<file path="src/rtl/sprite_frame_scheduler_if.sv">
// Bundle between the frame scheduler and the sprite blocks / VGA adapter.
// The master side is the scheduler; the slave side is the sprites, adapter and status consumers.
interface sprite_frame_scheduler_if #(
   parameter int unsigned NUM_SPRITES = 4
);
   logic [NUM_SPRITES-1:0]   erase_req;
   logic [NUM_SPRITES-1:0]   draw_req;
   logic [NUM_SPRITES-1:0]   finish;
   logic [NUM_SPRITES-1:0]   collision;
   logic [9*NUM_SPRITES-1:0] sprite_x;
   logic [8*NUM_SPRITES-1:0] sprite_y;
   logic [3*NUM_SPRITES-1:0] sprite_colour;
   logic [8:0]               vga_x;
   logic [7:0]               vga_y;
   logic [2:0]               vga_colour;
   logic                     vga_plot;
   logic                     frame_tick;
   logic                     busy;
   logic [NUM_SPRITES-1:0]   hit_mask;
   logic                     timeout_err;
   logic                     frame_overrun;

   modport master (
      output erase_req, draw_req, vga_x, vga_y, vga_colour, vga_plot,
             frame_tick, busy, hit_mask, timeout_err, frame_overrun,
      input  finish, collision, sprite_x, sprite_y, sprite_colour
   );

   modport slave (
      input  erase_req, draw_req, vga_x, vga_y, vga_colour, vga_plot,
             frame_tick, busy, hit_mask, timeout_err, frame_overrun,
      output finish, collision, sprite_x, sprite_y, sprite_colour
   );
endinterface

</file>
<file path="src/rtl/sprite_frame_scheduler.sv">
// Once per frame, walks every sprite through erase -> draw -> gap, muxes the active sprite onto
// the single VGA plot port and collects collision / error status.
module sprite_frame_scheduler #(
   parameter int unsigned NUM_SPRITES  = 4,
   parameter int unsigned FRAME_DIV    = 833334,
   parameter int unsigned ERASE_CYCLES = 44,
   parameter int unsigned DRAW_TIMEOUT = 255
) (
   input  logic                        clk,
   input  logic                        reset,
   sprite_frame_scheduler_if.master    sched
);

   localparam int unsigned IDX_W  = (NUM_SPRITES > 1) ? $clog2(NUM_SPRITES) : 1;
   localparam int unsigned FCNT_W = (FRAME_DIV > 1) ? $clog2(FRAME_DIV) : 1;
   localparam int unsigned CNT_W  = 9;

   localparam logic [CNT_W-1:0]  ERASE_LAST = CNT_W'(ERASE_CYCLES - 1);
   localparam logic [CNT_W-1:0]  DRAW_LAST  = CNT_W'(DRAW_TIMEOUT - 1);
   localparam logic [CNT_W-1:0]  GUARD_CNT  = CNT_W'(2);
   localparam logic [CNT_W-1:0]  PLOT_CNT   = CNT_W'(4);
   localparam logic [IDX_W-1:0]  IDX_LAST   = IDX_W'(NUM_SPRITES - 1);
   localparam logic [FCNT_W-1:0] FRAME_LAST = FCNT_W'(FRAME_DIV - 1);

   typedef enum logic [1:0] {S_IDLE, S_ERASE, S_DRAW, S_GAP} state_e;

   state_e                   state_q, state_d;
   logic [IDX_W-1:0]         idx_q, idx_d;
   logic [CNT_W-1:0]         cnt_q, cnt_d, cnt_inc;
   logic [FCNT_W-1:0]        frame_cnt_q, frame_cnt_d;
   logic                     tick_q;
   logic                     draw_timeout;
   logic [NUM_SPRITES-1:0]   erase_req_q, draw_req_q, hit_q;
   logic [8:0]               vga_x_q, sel_x;
   logic [7:0]               vga_y_q, sel_y;
   logic [2:0]               vga_colour_q, sel_colour;
   logic                     vga_plot_q, sel_fin;
   logic                     busy_q, timeout_q, overrun_q;

   // Active-sprite select from the packed input buses
   always_comb begin
      sel_x      = '0;
      sel_y      = '0;
      sel_colour = '0;
      sel_fin    = 1'b0;
      for (int i = 0; i < NUM_SPRITES; i++) begin
         if (idx_q == IDX_W'(i)) begin
            sel_x      = sched.sprite_x[9*i +: 9];
            sel_y      = sched.sprite_y[8*i +: 8];
            sel_colour = sched.sprite_colour[3*i +: 3];
            sel_fin    = sched.finish[i];
         end
      end
   end

   assign cnt_inc     = (cnt_q == '1) ? cnt_q : cnt_q + CNT_W'(1);
   assign frame_cnt_d = (frame_cnt_q == FRAME_LAST) ? '0 : frame_cnt_q + FCNT_W'(1);

   // Walk sequencing; finish is ignored for the first two DRAW cycles (stale level from last frame)
   always_comb begin
      state_d      = state_q;
      idx_d        = idx_q;
      cnt_d        = cnt_inc;
      draw_timeout = 1'b0;
      case (state_q)
         S_IDLE: begin
            cnt_d = '0;
            if (tick_q) begin
               state_d = S_ERASE;
               idx_d   = '0;
            end
         end
         S_ERASE: begin
            if (cnt_q == ERASE_LAST) begin
               state_d = S_DRAW;
               cnt_d   = '0;
            end
         end
         S_DRAW: begin
            if ((cnt_q >= GUARD_CNT) && sel_fin) begin
               state_d = S_GAP;
               cnt_d   = '0;
            end else if (cnt_q == DRAW_LAST) begin
               state_d      = S_GAP;
               cnt_d        = '0;
               draw_timeout = 1'b1;
            end
         end
         S_GAP: begin
            cnt_d = '0;
            if (idx_q == IDX_LAST) begin
               state_d = S_IDLE;
            end else begin
               state_d = S_ERASE;
               idx_d   = idx_q + IDX_W'(1);
            end
         end
         default: state_d = S_IDLE;
      endcase
   end

   // Request lines are derived from the next state so they line up with the state they belong to
   always_ff @(posedge clk) begin
      if (reset) begin
         state_q      <= S_IDLE;
         idx_q        <= '0;
         cnt_q        <= '0;
         frame_cnt_q  <= '0;
         tick_q       <= 1'b0;
         erase_req_q  <= '0;
         draw_req_q   <= '0;
         busy_q       <= 1'b0;
         vga_x_q      <= '0;
         vga_y_q      <= '0;
         vga_colour_q <= '0;
         vga_plot_q   <= 1'b0;
         hit_q        <= '0;
         timeout_q    <= 1'b0;
         overrun_q    <= 1'b0;
      end else begin
         state_q      <= state_d;
         idx_q        <= idx_d;
         cnt_q        <= cnt_d;
         frame_cnt_q  <= frame_cnt_d;
         tick_q       <= (frame_cnt_d == FRAME_LAST);
         erase_req_q  <= ((state_d == S_ERASE) && (state_q != S_ERASE))
                         ? (NUM_SPRITES'(1) << idx_d) : '0;
         draw_req_q   <= (state_d == S_DRAW) ? (NUM_SPRITES'(1) << idx_d) : '0;
         busy_q       <= (state_d != S_IDLE);
         vga_x_q      <= sel_x;
         vga_y_q      <= sel_y;
         vga_colour_q <= sel_colour;
         vga_plot_q   <= ((state_q == S_ERASE) || (state_q == S_DRAW))
                         && (cnt_q >= PLOT_CNT) && !sel_fin;
         hit_q        <= tick_q ? sched.collision : (hit_q | sched.collision);
         timeout_q    <= timeout_q | draw_timeout;
         overrun_q    <= overrun_q | (tick_q && (state_q != S_IDLE));
      end
   end

   assign sched.erase_req     = erase_req_q;
   assign sched.draw_req      = draw_req_q;
   assign sched.vga_x         = vga_x_q;
   assign sched.vga_y         = vga_y_q;
   assign sched.vga_colour    = vga_colour_q;
   assign sched.vga_plot      = vga_plot_q;
   assign sched.frame_tick    = tick_q;
   assign sched.busy          = busy_q;
   assign sched.hit_mask      = hit_q;
   assign sched.timeout_err   = timeout_q;
   assign sched.frame_overrun = overrun_q;

endmodule

</file>
<file path="src/flat_wrapper.sv">
// flat-port wrapper written by rule: the top's interface ports become plain ports
module sprite_frame_scheduler_flat 
#(
   parameter int unsigned NUM_SPRITES  = 4,
   parameter int unsigned FRAME_DIV    = 833334,
   parameter int unsigned ERASE_CYCLES = 44,
   parameter int unsigned DRAW_TIMEOUT = 255
)
  (clk, reset, sched_erase_req, sched_draw_req, sched_vga_x, sched_vga_y, sched_vga_colour, sched_vga_plot, sched_frame_tick, sched_busy, sched_hit_mask, sched_timeout_err, sched_frame_overrun, sched_finish, sched_collision, sched_sprite_x, sched_sprite_y, sched_sprite_colour);
  sprite_frame_scheduler_if #(.NUM_SPRITES(NUM_SPRITES)) sched_i ();
  input  logic clk;
  input  logic reset;
  output wire logic [$bits(sched_i.erase_req)-1:0] sched_erase_req;
  output wire logic [$bits(sched_i.draw_req)-1:0] sched_draw_req;
  output wire logic [$bits(sched_i.vga_x)-1:0] sched_vga_x;
  output wire logic [$bits(sched_i.vga_y)-1:0] sched_vga_y;
  output wire logic [$bits(sched_i.vga_colour)-1:0] sched_vga_colour;
  output wire logic [$bits(sched_i.vga_plot)-1:0] sched_vga_plot;
  output wire logic [$bits(sched_i.frame_tick)-1:0] sched_frame_tick;
  output wire logic [$bits(sched_i.busy)-1:0] sched_busy;
  output wire logic [$bits(sched_i.hit_mask)-1:0] sched_hit_mask;
  output wire logic [$bits(sched_i.timeout_err)-1:0] sched_timeout_err;
  output wire logic [$bits(sched_i.frame_overrun)-1:0] sched_frame_overrun;
  input wire logic [$bits(sched_i.finish)-1:0] sched_finish;
  input wire logic [$bits(sched_i.collision)-1:0] sched_collision;
  input wire logic [$bits(sched_i.sprite_x)-1:0] sched_sprite_x;
  input wire logic [$bits(sched_i.sprite_y)-1:0] sched_sprite_y;
  input wire logic [$bits(sched_i.sprite_colour)-1:0] sched_sprite_colour;
  assign sched_erase_req = sched_i.erase_req;
  assign sched_draw_req = sched_i.draw_req;
  assign sched_vga_x = sched_i.vga_x;
  assign sched_vga_y = sched_i.vga_y;
  assign sched_vga_colour = sched_i.vga_colour;
  assign sched_vga_plot = sched_i.vga_plot;
  assign sched_frame_tick = sched_i.frame_tick;
  assign sched_busy = sched_i.busy;
  assign sched_hit_mask = sched_i.hit_mask;
  assign sched_timeout_err = sched_i.timeout_err;
  assign sched_frame_overrun = sched_i.frame_overrun;
  assign sched_i.finish = sched_finish;
  assign sched_i.collision = sched_collision;
  assign sched_i.sprite_x = sched_sprite_x;
  assign sched_i.sprite_y = sched_sprite_y;
  assign sched_i.sprite_colour = sched_sprite_colour;
  sprite_frame_scheduler #(.NUM_SPRITES(NUM_SPRITES), .FRAME_DIV(FRAME_DIV), .ERASE_CYCLES(ERASE_CYCLES), .DRAW_TIMEOUT(DRAW_TIMEOUT)) u_core (.clk(clk), .reset(reset), .sched(sched_i));
endmodule
</file>
<file path="config.mk">
export PLATFORM = sky130hd
export DESIGN_NAME = sprite_frame_scheduler_flat
export DESIGN_NICKNAME = d
export VERILOG_FILES = /design/src/rtl/sprite_frame_scheduler_if.sv /design/src/rtl/sprite_frame_scheduler.sv /design/src/flat_wrapper.sv
export SDC_FILE = /design/constraint.sdc
export NUM_CORES = 1
export LEC_CHECK = 0
export BUFFER_PORTS_ARGS = -buffer_cell sky130_fd_sc_hd__clkbuf_2
export CAP_MARGIN = 20
export CORE_MARGIN = 2
export CORE_UTILIZATION = 55
export CTS_BUF_LIST = sky130_fd_sc_hd__clkbuf_8
export DETAILED_ROUTE_END_ITERATION = 12
export GPL_ROUTABILITY_DRIVEN = 0
export PLACE_DENSITY_LB_ADDON = 0.08
export SYNTH_ARGS = -nofsm -noshare
export SYNTH_HDL_FRONTEND = slang
export SYNTH_SLANG_ARGS = --single-unit
</file>
<file path="constraint.sdc">
create_clock -name clk -period 3.8 [get_ports clk]
set_clock_uncertainty 0.1 [all_clocks]
set_input_delay 0.19 -clock clk [delete_from_list [all_inputs] [get_ports clk]]
set_output_delay 0.19 -clock clk [all_outputs]
set_load 0.05 [all_outputs]
</file>
==> impl_metrics.toml, run 1 <==
[run_status]
status = "complete, no violations"

[floorplan]
die_h_um = 82.6
ios = 127
num_rows = 28
start_util_pct = 57.1
fp.coreArea_um2 = 5960
die_w_um = 82.6
die_area_um2 = 6830

[sta]
finalSetupTns_ns = 0
hold_slack_ns = 0.127
maxSlewViolCount = 0
slew_headroom_pct = 45.2
fin_crit_ns = 2.37
fin_ws_ns = 1.43
setup_viol = 0
finalHoldViolations = 0
worst_pin_slew_ns = 0.822
max_freq_mhz = 422
rsz0062_at_grt = "false"
period_share_pct = 62.3

[critical_path]
cp_num_buf_inv = 0
crit_path_end_kind = "flip-flop"
crit_fanout = 10
cp.arrival_ns = 2.51
crit_slowest_cell = "nor4_1"
critPathRequiredTime_ns = 3.94
reg2reg_depth = 6
slowest_delay_ns = 0.57
cp-endpoint = "u_core.sched.frame_tick$_SDFF_PP0_"
reg2reg_to = "u_core.sched.frame_tick$_SDFF_PP0_"
cp_num_cells = 6
critPathTopFamily = "simple AND/OR/NAND/NOR gates"
critical_path_class = "reg2reg"
rr_startpoint = "u_core.frame_cnt_q[0]$_SDFF_PP0_"
worstSetupStartpoint = "u_core.frame_cnt_q[0]$_SDFF_PP0_"
worstPathCellList = "ha_1, nand3_1, nor4_1, and3_1, o22ai_1, nor4_1"
r2r_setup_slack_ns = 1.43
critPathMostFrequentCell = "nor4_1"
cp-start-kind = "flip-flop"

[synthesis]
synth-async-reset-ratio_pct = 0
synth_top_area_cell = "dfxtp_1"
synth_edf_count = 0
synth_nets = 448
synth-main-ff-cell = "dfxtp_1"
synth.top_cell.area_share_pct = 41.2
seq_area_frac_synth_pct = 41.2
syn_area_per_cell_um2 = 9.72
netlist_area_um2 = 3400
synth_area_leaders = "dfxtp_1, mux4_2, nor2_1"
yosysUniqueCellTypes = 53
synth-warning-count = 0
synthCells = 350
ys_seq_elements = 70

[grt]
grtUsageMet3_pct = 4.78
gr-usage-met1_pct = 27.3
grtUsageTotal_pct = 23.6
overflow = 0
grt.busiest_layer = "met2"
grt_max_degree = 26
grt_pass1_vias = 2783
grt_pass1_wl_mm = 12.2
use_met2_pct = 40.3
grt_antenna_before_repair = 0

[route]
drc = 0
ant_nets = 0
dr.pass1.iters = 4
routed_via_density = 5.47
drt-total-wl_mm = 7.89
drt-wirelength-per-cell_um = 14.2
vias = 3040
drt_iter0_drc = 172

[clocking]
clockBufferDepth = 2
cts_tree = "done"
root_buffer = "clkbuf_8"
clock_latency_ns = 0.35
cts.sinks = 70
ctsHtreeMaxLevel = 3
path_clk_slew_ns = 0.07
post_cts_buffers = 0
cts_buffers = 9

[power]
p_leak_nw = 1.85
p_switching_mw = 0.408
ir_worst_vdd_v = 0.000271
pwr-share-clk_pct = 39.9
switching_share_pct = 25.5
pwr-share-seq_pct = 47.7
combPwrFrac_pct = 12.3
intPower_mw = 1.19
powerDensity_nw_per_um2 = 370

[finish]
fillers = 473
final_nets = 574
diodes = 0
layout-drive-gt1-share_pct = 36.2
fin_cells = 556
post-route-util_pct = 72.8
areaGrowthSynthToFinish_pct = 27.4
final_common_cell = "clkbuf_2"
multi_input_area_um2 = 1880
regArea_um2 = 1400
final_cell_mix = "clkbuf_2, dfxtp_1, nor2_1, mux4_2, and2_1"

[placed_design]
pre_cts_ws_ns = 1.46
dp_hpwl_mm = 5.88
placement.io_buffers = 126
dp_cells = 536

[hold_path]
hp-class = "in2reg"
hold_start = "reset"

[run]
max-cap-violations = 0
cells in the mapped netlist, types with 8 or more instances:
library cell	number
xor2_1	12
a21oi_1	12
nor3_1	15
nand2_1	20
inv_1	14
clkbuf_1	12
ha_1	8
xnor2_1	13
and2_1	21
dfxtp_1	70
mux4_2	21
nand4_1	12
nor2_1	47
nand3_1	10
sequential cells by signal, summed over array words and instances, names as in the netlist, 3 cells and up:
signal                   cells
u_core.sched.vga_x           9
u_core.sched.draw_req        4
u_core.sched.hit_mask        4
u_core.sched.vga_y           8
u_core.sched.vga_colour      3
u_core.frame_cnt_q          20
u_core.sched.erase_req       4
u_core.cnt_q                 9
worst register-to-register path, delay by kind of cell (launching register included):
kind            cells  cell delay [ns]
flops               1             0.44
compound gates      1             0.08
simple gates        4             1.40
fa+ha+maj           1             0.27
per-stage QoR:
stage	cell area, um2	power (mW)
global route	4330	1.67
detailed placement	4070	0.977
floorplan	3400	0.904
CTS	4330	1.62
global placement	4070	0.973
finish	4330	1.60
layout make-up:
| cell class | count | area share [%] |
|---|---|---|
| Multi-Input combinational cell | 249 | 43.4 |
| Inverter | 14 | 1.21 |
| Clock inverter | 4 | 1.24 |
| Timing Repair Buffer | 132 | 15.8 |
| Sequential cell | 70 | 32.3 |
| Clock buffer | 12 | 3.81 |
| Tap cell | 75 | 2.17 |
timing repair:
item	CTS	global route
hold buffers	4	0
hold endpoints to repair	4	0
gates resized for setup	0	0
endpoints found under the setup margin	0	0
worst min path at each step:
stage / cells past startpoint / slack (ns) / to
final: 2 / 0.13 / u_core.idx_q[0]$_SDFF_PP0_
after global routing: 2 / 0.13 / u_core.sched.hit_mask[2]$_SDFF_PP0_
after CTS: 2 / 0.13 / u_core.idx_q[1]$_SDFF_PP0_
after detailed placement: 3 / 0.31 / u_core.sched.hit_mask[0]$_SDFF_PP0_
after global placement: 3 / 0.29 / u_core.sched.hit_mask[0]$_SDFF_PP0_
after floorplan: 2 / 0.21 / u_core.sched.hit_mask[0]$_SDFF_PP0_
power groups by stage:
stage                     Combinational (mW)  Sequential, mW  Clock (mW)
after floorplan                       0.0656           0.838           0
after global placement                 0.192           0.781           0
after detailed placement               0.195           0.782           0
after CTS                              0.199           0.765       0.654
after global routing                   0.215           0.768       0.690
final                                  0.198           0.765       0.640
metal layers:
| metal | wire length (um) | vias up | part of all wire, % |
|---|---|---|---|
| li1 | - | 1510 | - |
| met1 | 3120 | 1428 | 39 |
| met2 | 4180 | 87 | 53 |
| met3 | 430 | 15 | 5.4 |
| met4 | 163 | 0 | 2.1 |
| met5 | 0 | - | 0 |
cells by family (layout without fill, tap and decap cells):
logic type	Yosys count	count (layout)	synth area share, %
simple gates	161	161	24.8
flops	70	70	41.2
compound gates	33	33	6.95
buf+inv	31	162	3.53
xor+xnor	25	25	6.44
mux	22	22	14.2
fa+ha+maj	8	8	2.94
(Power assumes the default switching activity.)
==> run 2, diff against run 1 <==
--- a/config.mk
+++ b/config.mk
@@ -5,10 +5,11 @@
 export SDC_FILE = /design/constraint.sdc
 export NUM_CORES = 1
 export LEC_CHECK = 0
+export ABC_AREA = 1
 export BUFFER_PORTS_ARGS = -buffer_cell sky130_fd_sc_hd__clkbuf_2
 export CAP_MARGIN = 20
 export CORE_MARGIN = 2
-export CORE_UTILIZATION = 55
+export CORE_UTILIZATION = 52
 export CTS_BUF_LIST = sky130_fd_sc_hd__clkbuf_8
 export DETAILED_ROUTE_END_ITERATION = 12
 export GPL_ROUTABILITY_DRIVEN = 0
==> constraint.sdc (replaced) <==
create_clock -name clk -period 2.2 [get_ports clk]
set_clock_uncertainty 0.1 [all_clocks]
set_input_delay 0.11 -clock clk [delete_from_list [all_inputs] [get_ports clk]]
set_output_delay 0.11 -clock clk [all_outputs]
set_load 0.05 [all_outputs]
==> run 2 against run 1 <==
Global-route usage up 5.8 points. Design area is 13% higher. Count of clock-buffer cells in the layout stayed put. Sequential power grew 74%. Die area is 13% higher.
==> impl_metrics.toml, run 2 <==
[run_status]
status = "complete, no violations"

[synthesis]
syn_area_per_cell_um2 = 6.75
yosysUniqueCellTypes = 34
synthCells = 544
synth_area_leaders = "dfxtp_1, nand2_1, nand3_1"
synth-main-ff-cell = "dfxtp_1"
synth_top_area_cell = "dfxtp_1"
netlist_area_um2 = 3670
synth_commonest_cells = "nand2_1, nor2_1, dfxtp_1, inv_1, nand3_1"
synth_edf_count = 0
synth-warning-count = 0
seq_area_frac_synth_pct = 38.2
synth_nets = 642
synthMostInstantiatedCell = "nand2_1"
synth-async-reset-ratio_pct = 0
ys_seq_elements = 70
synth.top_cell.area_share_pct = 38.2

[finish]
layout-drive-gt1-share_pct = 24.9
multi_input_area_um2 = 1900
final_common_cell = "clkbuf_2"
fillers = 566
regArea_um2 = 1400
largest_reg_flops = 20
regMostFlops = "u_core.frame_cnt_q"
diodes = 0
areaGrowthSynthToFinish_pct = 33.7
final_nets = 796
final_cell_mix = "clkbuf_2, nand2_1, nor2_1, inv_1, dfxtp_1"

[clocking]
clock_latency_ns = 0.34
cts.sinks = 70
cts_tree = "done"
clockBufferDepth = 2
ctsHtreeMaxLevel = 3
root_buffer = "clkbuf_8"
cts_buffers = 9
path_clk_slew_ns = 0.07

[grt]
grtUsageTotal_pct = 29.4
grt_pass1_wl_mm = 17.8
overflow = 0
grt_pass1_vias = 3908
grt_antenna_before_repair = 0
grt_max_degree = 29

[sta]
max_freq_mhz = 499
finalSetupTns_ns = 0
maxSlewViolCount = 0
setup_viol = 0
finalHoldViolations = 0
period_share_pct = 91.1
rsz0062_at_grt = "false"
slew_headroom_pct = 77.1
worst_pin_slew_ns = 0.341
fin_crit_ns = 2.00

[power]
pwr-share-seq_pct = 45.2
powerDensity_nw_per_um2 = 599
p_switching_mw = 0.746
switching_share_pct = 25.4
ir_worst_vdd_v = 0.000522
pwr-share-clk_pct = 40.8
combPwrFrac_pct = 14.0
p_leak_nw = 2.38
finalPower_mw = 2.94
intPower_mw = 2.19

[floorplan]
ios = 127
start_util_pct = 53.8
num_rows = 30
die_h_um = 88.0
die_area_um2 = 7750
fp.coreArea_um2 = 6830
die_w_um = 88.0

[placed_design]
dp_hpwl_mm = 8.12
placement.io_buffers = 126

[hold_path]
hp-class = "in2reg"
hold-path-endpoint = "u_core.sched.vga_y[2]$_SDFF_PP0_"
hold_depth = 5
hold_start = "sched_sprite_y[18]"

[critical_path]
worstPathCellList = "ha_2, nand2_1, nor2_4, nand2_1, nor2_1, xor2_1, nor2_1, nand3b_1, nor2_1"
reg2reg_to = "u_core.sched.frame_tick$_SDFF_PP0_"
slowest_delay_ns = 0.48
r2r_setup_slack_ns = 0.20
cp.arrival_ns = 2.14
crit_fanout = 8
rr_startpoint = "u_core.frame_cnt_q[0]$_SDFF_PP0_"
critical_path_class = "reg2reg"
critPathMostFrequentCell = "nor2_1"
crit_slowest_cell = "dfxtp_1"
critPathRequiredTime_ns = 2.34
cp-start-kind = "flip-flop"
reg2reg_depth = 9
crit_path_end_kind = "flip-flop"

[route]
dr.pass1.iters = 5
drt-total-wl_mm = 11.1
routed_via_density = 5.19
drt_iter0_drc = 240
vias = 4147
ant_nets = 0
drc = 0
drt-wirelength-per-cell_um = 13.8

[run]
max-cap-violations = 0
[run 2: cell count changes after synthesis, sizes merged, moves of 5 or more]
cell    change
inv        +59
nor4        -6
xor2        -5
and3        -5
nand3      +52
nor3        -5
mux4       -21
nand2      +93
xnor2      -11
nor2       +43
o211ai     +21
and2       -21
o21ai      +29
[run 2: how the worst max path moves through the flow]
| stage | from | end | slack, ns |
|---|---|---|---|
| detailed placement | u_core.frame_cnt_q[0]$_SDFF_PP0_ | u_core.sched.frame_tick$_SDFF_PP0_ | 0.18 |
| global route | u_core.cnt_q[1]$_SDFF_PP0_ | u_core.sched.draw_req[2]$_SDFF_PP0_ | 0.01 |
| floorplan | u_core.frame_cnt_q[0]$_SDFF_PP0_ | u_core.sched.frame_tick$_SDFF_PP0_ | 0.50 |
| finish | u_core.frame_cnt_q[0]$_SDFF_PP0_ | u_core.sched.frame_tick$_SDFF_PP0_ | 0.20 |
| global placement | u_core.frame_cnt_q[0]$_SDFF_PP0_ | u_core.sched.frame_tick$_SDFF_PP0_ | 0.32 |
| CTS | u_core.idx_q[0]$_SDFF_PP0_ | u_core.sched.vga_y[3]$_SDFF_PP0_ | 0.06 |
[run 2: area by class of cell]
class | instances | share of cell area (%)
clock buffer | 12 | 3.36
clock inverter | 4 | 1.40
inverter | 74 | 5.66
multi-input combinational | 380 | 38.6
sequential | 70 | 28.6
tap | 96 | 2.45
timing repair buffer | 163 | 19.9
[run 2: worst max-delay path, delay by kind of cell, from the launching register on]
kind | cells | cell delay [ns]
DFF | 1 | 0.48
xor gates and xnor gates | 1 | 0.23
adders and majority gates | 1 | 0.32
and+or+nand+nor | 7 | 0.78
[run 2: logic make-up (layout without fill, tap and decap cells)]
kind of cell             after synthesis  in the layout  synth area share, %
adder cells (fa/ha/maj)                8              8                 2.73
buffers and inverters                 94            253                 10.3
flip-flops                            70             70                 38.2
AND/OR/NAND/NOR                      294            294                 35.6
XOR/XNOR                               9              9                 2.15
AO/OA/AOI/OAI                         69             69                 11.1
[run 2: stage by stage]
stage / utilization [%] / area, um2 / worst slack (ns) / std cells / hold WS, ns
after floorplan: - / 3670 / 0.503 / 544 / 0.127
after global placement: 64.2 / 4380 / 0.316 / 754 / 0.214
after detailed placement: 64.2 / 4380 / 0.177 / 754 / 0.229
after CTS: 71.7 / 4900 / 0.0628 / 798 / 0.000524
after global routing: 71.9 / 4910 / 0.0128 / 799 / 0.0303
final: 71.9 / 4910 / 0.196 / 799 / 0.0148
[run 2: per-layer routing]
| layer | part of all wire [%] | vias to the layer above | global-route usage, % |
|---|---|---|---|
| li1 | - | 2057 | - |
| met1 | 43 | 1879 | 35.1 |
| met4 | 2.8 | 0 | 12.3 |
| met5 | 0 | - | 0 |
| met2 | 46 | 184 | 48.6 |
| met3 | 8.8 | 27 | 9.90 |
[run 2: repair_timing]
action,CTS,global route
hold buffers,28,0
buffers inserted,0,1
gates resized for setup,0,2
setup endpoints to repair,0,4
hold endpoints to repair,26,0
[run 2: power groups by stage]
| stage | Sequential, mW | Clock, mW | Combinational [mW] |
|---|---|---|---|
| after floorplan | 1.46 | 0 | 0.126 |
| after global placement | 1.35 | 0 | 0.361 |
| after detailed placement | 1.36 | 0 | 0.366 |
| after CTS | 1.33 | 1.23 | 0.409 |
| after global routing | 1.33 | 1.29 | 0.448 |
| final | 1.33 | 1.20 | 0.413 |
